==> src/rtl/demux_1to8_deserializer.sv <==
// demux_1to8_deserializer: steers serial bits into 8 lanes and publishes each completed byte
module demux_1to8_deserializer #(
  parameter bit MSB_FIRST = 1'b0
) (
  input  logic       clk,
  input  logic       rst,
  input  logic       in,
  input  logic       in_valid,
  input  logic       clear,
  output logic [7:0] out,
  output logic       out_valid,
  output logic [2:0] sel,
  output logic       busy
);
  typedef enum logic {IDLE, COLLECT} state_t;
  state_t state, state_n;
  logic [2:0] cnt, cnt_n;
  logic [7:0] hold, hold_w, hold_n, out_n;
  logic out_valid_n, take, done;
  assign sel = MSB_FIRST ? 3'd7 - cnt : cnt;
  assign busy = state == COLLECT;
  assign take = in_valid && !clear;
  assign done = take && cnt == 3'd7;
  // holding register with the incoming bit merged into the selected lane
  always_comb begin
    hold_w = hold;
    hold_w[sel] = in;
  end
  // next state: clear aborts, the 8th bit completes and restarts, other bits accumulate
  always_comb begin
    state_n = clear || done ? IDLE : take ? COLLECT : state;
    cnt_n = clear || done ? 3'd0 : take ? cnt + 3'd1 : cnt;
    hold_n = clear || done ? 8'h00 : take ? hold_w : hold;
    out_n = done ? hold_w : out;
    out_valid_n = done;
  end
  // state and output registers
  always_ff @(posedge clk) begin
    if (rst) begin
      state <= IDLE;
      cnt <= 3'd0;
      hold <= 8'h00;
      out <= 8'h00;
      out_valid <= 1'b0;
    end else begin
      state <= state_n;
      cnt <= cnt_n;
      hold <= hold_n;
      out <= out_n;
      out_valid <= out_valid_n;
    end
  end
endmodule

==> config.mk <==
export PLATFORM = sky130hd
export DESIGN_NAME = demux_1to8_deserializer
export DESIGN_NICKNAME = d
export VERILOG_FILES = /design/src/rtl/demux_1to8_deserializer.sv
export SDC_FILE = /design/constraint.sdc
export NUM_CORES = 1
export LEC_CHECK = 0
export ABC_AREA = 1
export ABC_CLOCK_PERIOD_IN_PS = 1270
export BUFFER_PORTS_ARGS = -buffer_cell sky130_fd_sc_hd__buf_2
export CAP_MARGIN = 20
export CELL_PAD_IN_SITES_DETAIL_PLACEMENT = 1
export CELL_PAD_IN_SITES_GLOBAL_PLACEMENT = 1
export CORE_MARGIN = 1
export CORE_UTILIZATION = 34
export DETAILED_ROUTE_END_ITERATION = 12
export PLACE_DENSITY_LB_ADDON = 0.15
export SLEW_MARGIN = 20
export SYNTH_ARGS = -nofsm -noshare
export SYNTH_HDL_FRONTEND = slang
export SYNTH_SLANG_ARGS = --single-unit
==> constraint.sdc <==
create_clock -name clk -period 1.27 [get_ports clk]
set_input_delay 0 -clock clk [delete_from_list [all_inputs] [get_ports clk]]
set_output_delay 0 -clock clk [all_outputs]
set_load 0.01 [all_outputs]
==> reports/metrics.yaml, run 1 <==
setup_path:
  end_kind: "flip-flop"
  crit_arrival_ps: 1490
  worstPathMaxFanout: 8
  critPathMaxStageDelay_ps: 370
  cp_num_buf_inv: 2
  cp_common_cell: "ha_4"
  start_kind: "flip-flop"
  path_class: "reg2reg"
  critPathRequiredTime_ps: 1500
  worstPathCellList: "ha_4 -> ha_4 -> inv_4 -> nor2_4 -> nand3_2 -> nand2_1 -> inv_1"
  cp_top_family: "simple AND/OR/NAND/NOR gates"
  cpMaxStageDelayCell: "dfxtp_2"
global_route:
  antenna_found_initial: 0
  grtUsageTotal_pct: 17.3
  grt_first_pass_wirelength_um: 4460
  grt_max_degree: 21
  grt_overflow: 0
  grt_pass1_vias: 1053
clocking:
  cts.sinks: 21
  clkTransAtPathRegs_ps: 120
  cts_tree: "built"
  cts_setup_buffers: 0
  cts_max_path_buffers: 2
  cts_root_buffer: "clkbuf_4"
  clkLatencyLatePin_ps: 310
  htree_levels: 1
  cts_buffers: 3
timing:
  finalHoldViolCount: 0
  rsz0062_at_grt: "true"
  fin_crit_ps: 1260
  relSlewSlack_pct: 82.2
  worst_slew_pin_slew_ps: 266
  maxSlewViolCount: 0
  setup_violations: 0
  fin_skew_ps: 2.89
  max_freq_ghz: 0.793
  period_share_pct: 99.3
yosys:
  netlist_area_um2: 1080
  ys_ff_latch: 21
  syn_area_per_cell_um2: 6.73
  ys_seq_area_share_pct: 39.1
  synth_common_cells: "nand2_1, inv_1, nand3_1"
  synth_cell_type_count: 18
  async_flop_share_pct: 0
  yosysMostFrequentCell: "nand2_1"
  synth.top_cell.area_share_pct: 39.1
  yosysTopAreaCell: "dfxtp_1"
  yosysWarnings: 0
  syn_nets: 167
  synth-edff-count: 0
  netlist_instances: 160
  synth_top_flop_cell: "dfxtp_1"
  synth_area_leaders: "dfxtp_1, nand2_1, nand3_1, inv_1, nor2_1"
route:
  final_antenna_net_count: 0
  routed-via-count: 1035
  drt-initial-drc-count: 35
  first_pass_iters: 4
  wire_per_inst_um: 11.9
  wl_um: 2650
  via_per_inst: 4.64
  drc: 0
final_layout:
  multi_input_area_um2: 566
  syn_to_final_growth_pct: 22.7
  seqCellArea_um2: 423
  fillers: 412
  antenna_cells: 0
  finalNetCount: 187
  final_cell_count_no_fill: 223
  utilization_pct: 43.6
  drive_gt1_share_pct: 27.9
power:
  seqPwrFrac_pct: 60.3
  irDropWorstVdd_v: 0.000460
  leakage_nw: 0.617
  switching_share_pct: 26.0
  p_int_w: 0.000828
  comb_power_share_pct: 9.7
  total_switching_power_w: 0.000291
  p_per_area_nw_per_um2: 848
  p_clk_share_pct: 30.0
placed_design:
  dp.cells: 218
  gp_congestion: 0.780
  port_buffers: 17
  dpl.hpwl_um: 1950
floorplanning:
  dieArea_um2: 3390
  io_pins: 18
  fp.dieW_um: 58.3
  design.core.area_um2: 3030
  start_util_pct: 35.5
  die_y_um: 58.3
  row_count: 20
min_path:
  hold_path.class: "in2reg"
run:
  maxCapViolations: 0
status:
  outcome: "complete, no violations"
registers in the layout, indices dropped and copies added, names as in the netlist:
signal / count
hold: 8
out: 8
sel: 3
busy: 1
out_valid: 1
per-stage QoR:
step | hold slack (ps) | instance area, µm² | total power, W | setup slack (ps) | TNS [ps]
final | 95.6 | 1320 | 0.00112 | 8.83 | 0
after global routing | 114 | 1320 | 0.00117 | -74.5 | -468
after CTS | 89.7 | 1250 | 0.00114 | -13.5 | -39.6
after detailed placement | 314 | 1210 | 0.000791 | -57.3 | -415
after global placement | 302 | 1210 | 0.000788 | 14.4 | 0
after floorplan | 206 | 1080 | 0.000767 | 6.49 | 0
placed cells by master (no fill, tap or decap), types with 2 or more instances in the layout:
cell	instances
nor2_1	13
clkbuf_4	3
nand2_4	2
inv_4	2
dfxtp_2	2
inv_1	27
buf_2	17
dfxtp_1	19
a21oi_1	11
ha_4	2
nor2_4	3
nand3_2	6
nand4_1	6
nor2_2	7
nand3_1	18
nand2_1	33
buf_4	5
final cells by class:
class,count,share of cell area (%)
Timing Repair Buffer,23,10.0
Multi-Input combinational cell,101,42.8
Tap cell,44,4.17
Inverter,30,8.91
Sequential cell,21,32.0
Clock buffer,4,1.99
kinds of logic after synthesis:
family                   share of synthesized area (%)
AND/OR/NAND/NOR                                   38.6
flip-flops                                        39.1
adder cells (fa/ha/maj)                           2.33
AO/OA/AOI/OAI                                     5.12
buffers and inverters                             14.9
path summary, 6_finish.rpt:
path              slack (ps)  cells after the start  startpoint      to
hold reg to reg          500                      2        busy    busy
hold / removal           100                      4    in_valid  sel[1]
setup reg to reg           9                      7      sel[0]  out[0]
setup / recovery           9                      7      sel[0]  out[0]
power groups by stage:
stage | sequential (W) | combinational [W] | clock [W]
6_report | 0.000675 | 0.000109 | 0.000336
4_1_cts | 0.000674 | 0.000107 | 0.000360
3_5_place_dp | 0.000689 | 0.000102 | 0
2_1_floorplan | 0.000689 | 0.0000780 | 0
3_3_place_gp | 0.000689 | 0.0000994 | 0
5_1_grt | 0.000677 | 0.000122 | 0.000376
repair_timing:
action / CTS / global route
setup endpoints to repair: 19 / 11
resized for setup: 3 / 15
hold buffers: 1 / 0
hold endpoints to repair: 1 / 0
pin swaps: 1 / 9
worst min-delay path: cells and delay by family:
kind,cells,cell delay (ps)
buf+inv,1,90
simple gates,2,240
compound gates,1,50
routing by layer:
layer	vias to the layer above	track usage, %	wire, µm
li1	530	-	-
met1	478	20.6	1200
met2	22	29.7	1300
met3	5	2.46	92
met4	0	9.86	58
met5	-	0	0
No activity file was read; power rests on OpenSTA's default activity.
==> run 2, diff against run 1 <==
--- a/config.mk
+++ b/config.mk
@@ -13,8 +13,9 @@
 export CELL_PAD_IN_SITES_GLOBAL_PLACEMENT = 1
 export CORE_MARGIN = 1
 export CORE_UTILIZATION = 34
+export CTS_BUF_LIST = sky130_fd_sc_hd__clkbuf_16
 export DETAILED_ROUTE_END_ITERATION = 12
-export PLACE_DENSITY_LB_ADDON = 0.15
+export PLACE_DENSITY_LB_ADDON = 0.1
 export SLEW_MARGIN = 20
 export SYNTH_ARGS = -nofsm -noshare
 export SYNTH_HDL_FRONTEND = slang
==> reports/metrics.yaml, run 2 (synthesis results as in run 1) <==
status:
  outcome: "complete, no violations"
timing:
  period_share_pct: 96.8
  hold_slack_ps: 50.9
  setup_violations: 0
  fin_skew_ps: 3.15
  relSlewSlack_pct: 84.6
  worst_slew_pin_slew_ps: 230
  finalHoldViolCount: 0
  tns_ps: 0
  fin_crit_ps: 1230
  maxSlewViolCount: 0
  max_freq_ghz: 0.814
floorplanning:
  fp.dieW_um: 58.3
  design.core.area_um2: 3030
  start_util_pct: 35.5
  row_count: 20
  io_pins: 18
  die_y_um: 58.3
  dieArea_um2: 3390
clocking:
  cts.sinks: 21
  cts_buffers: 3
  cts_tree: "built"
  cts_root_buffer: "clkbuf_16"
  hold_buffers: 0
  cts_max_path_buffers: 2
  clkLatencyLatePin_ps: 250
  clkTransAtPathRegs_ps: 60
  htree_levels: 1
final_layout:
  syn_to_final_growth_pct: 29.4
  drive_gt1_share_pct: 29.1
  final_cell_mix: "nand2_1, inv_1, dfxtp_1, buf_2, nand3_1"
  fin_area_um2: 1390
  antenna_cells: 0
  layout_commonest_cell: "nand2_1"
  finalNetCount: 187
  final_cell_count_no_fill: 223
setup_path:
  worstPathCellList: "ha_4 -> ha_4 -> inv_2 -> nor2_4 -> buf_12 -> nand3_2 -> nand2_1 -> inv_1"
  crit_arrival_ps: 1380
  critPathRequiredTime_ps: 1420
  startpoint: "sel[1]"
  r2r_setup_slack_ps: 40
  cp_num_buf_inv: 3
  cp_common_cell: "ha_4"
  critPathMaxStageDelay_ps: 350
  worstReg2RegStart: "sel[1]"
  worstPathMaxFanout: 8
  r2r_end: "out[7]"
  reg2reg_depth: 8
  start_kind: "flip-flop"
  path_class: "reg2reg"
  critical_path_depth: 8
  cpMaxStageDelayCell: "dfxtp_2"
  end_kind: "flip-flop"
  cp_top_family: "flip-flops"
global_route:
  grt_pass1_vias: 1006
  grt_first_pass_wirelength_um: 4330
  grt_overflow: 0
  antenna_found_initial: 0
  grtUsageTotal_pct: 16.6
  grt_max_degree: 21
route:
  wire_per_inst_um: 11.3
  routed-via-count: 1020
  via_per_inst: 4.57
  drt-initial-drc-count: 8
  drc: 0
  wl_um: 2510
  first_pass_iters: 4
  final_antenna_net_count: 0
power:
  p_per_area_nw_per_um2: 1030
  leakage_nw: 0.647
  irDropWorstVdd_v: 0.000575
run:
  maxCapViolations: 0
min_path:
  min_to: "out_valid"
  hold_path.class: "in2reg"
  hp-start: "rst"
  whs_path_depth: 2
placed_design:
  gp_congestion: 0.769
  dp.cells: 218
  port_buffers: 17
  post_dp_cell_area_um2: 1220
  dpl.hpwl_um: 1880
[run 2: cell count changes in the layout (fill, tap and decap cells not counted), moves of 2 or more]
| cell | before | now |
|---|---|---|
| clkbuf_4 | 3 | 0 |
| clkbuf_16 | 0 | 3 |
| nand3_2 | 6 | 8 |
| buf_12 | 0 | 2 |
| nand3_1 | 18 | 16 |
| inv_4 | 2 | 0 |
| inv_2 | 1 | 3 |
[run 2: what timing repair did]
action	CTS	global route
hold endpoints to repair	0	0
gates resized for setup	4	12
gates cloned	0	0
endpoints found under the setup margin	18	11
pin swaps	2	5
setup buffers	0	1
[run 2: routing by layer]
layer | GRT usage, % | wire length [µm]
met5 | 0 | 0
met4 | 4.08 | 19
met3 | 4.02 | 66
met2 | 27.9 | 1200
met1 | 21.4 | 1230
[run 2: report_power, final]
part           total (W)  switching (W)  internal [W]  leakage (nW)
registers       0.000675     0.00000579      0.000669         0.171
clock network   0.000650       0.000232      0.000419        0.0423
logic           0.000104      0.0000708     0.0000335         0.434
total            0.00143       0.000308       0.00112         0.647
[run 2: how the worst max path moves through the flow]
stage | to | slack [ps]
after floorplan | hold[0] | 6
after CTS | out[6] | -30
after detailed placement | out[6] | -70
after global routing | out[0] | -20
after global placement | out[1] | -40
final | out[7] | 40
[run 2: metrics by stage]
stage	power (W)	setup WS [ps]	utilization, %
floorplan	0.000767	6.49	-
global placement	0.000787	-38.1	40.3
detailed placement	0.000791	-73.6	40.3
CTS	0.00145	-31.6	43.3
global route	0.00149	-23.6	46.0
finish	0.00143	41.1	46.0
[run 2: area by class of cell]
class                      instances  area (µm²)
sequential                        21         423
clock inverter                     1        3.75
timing repair buffer              23         155
multi-input combinational        101         568
tap                               44        55.1
fill                             394        1640
clock buffer                       3        75.1
inverter                          30         113
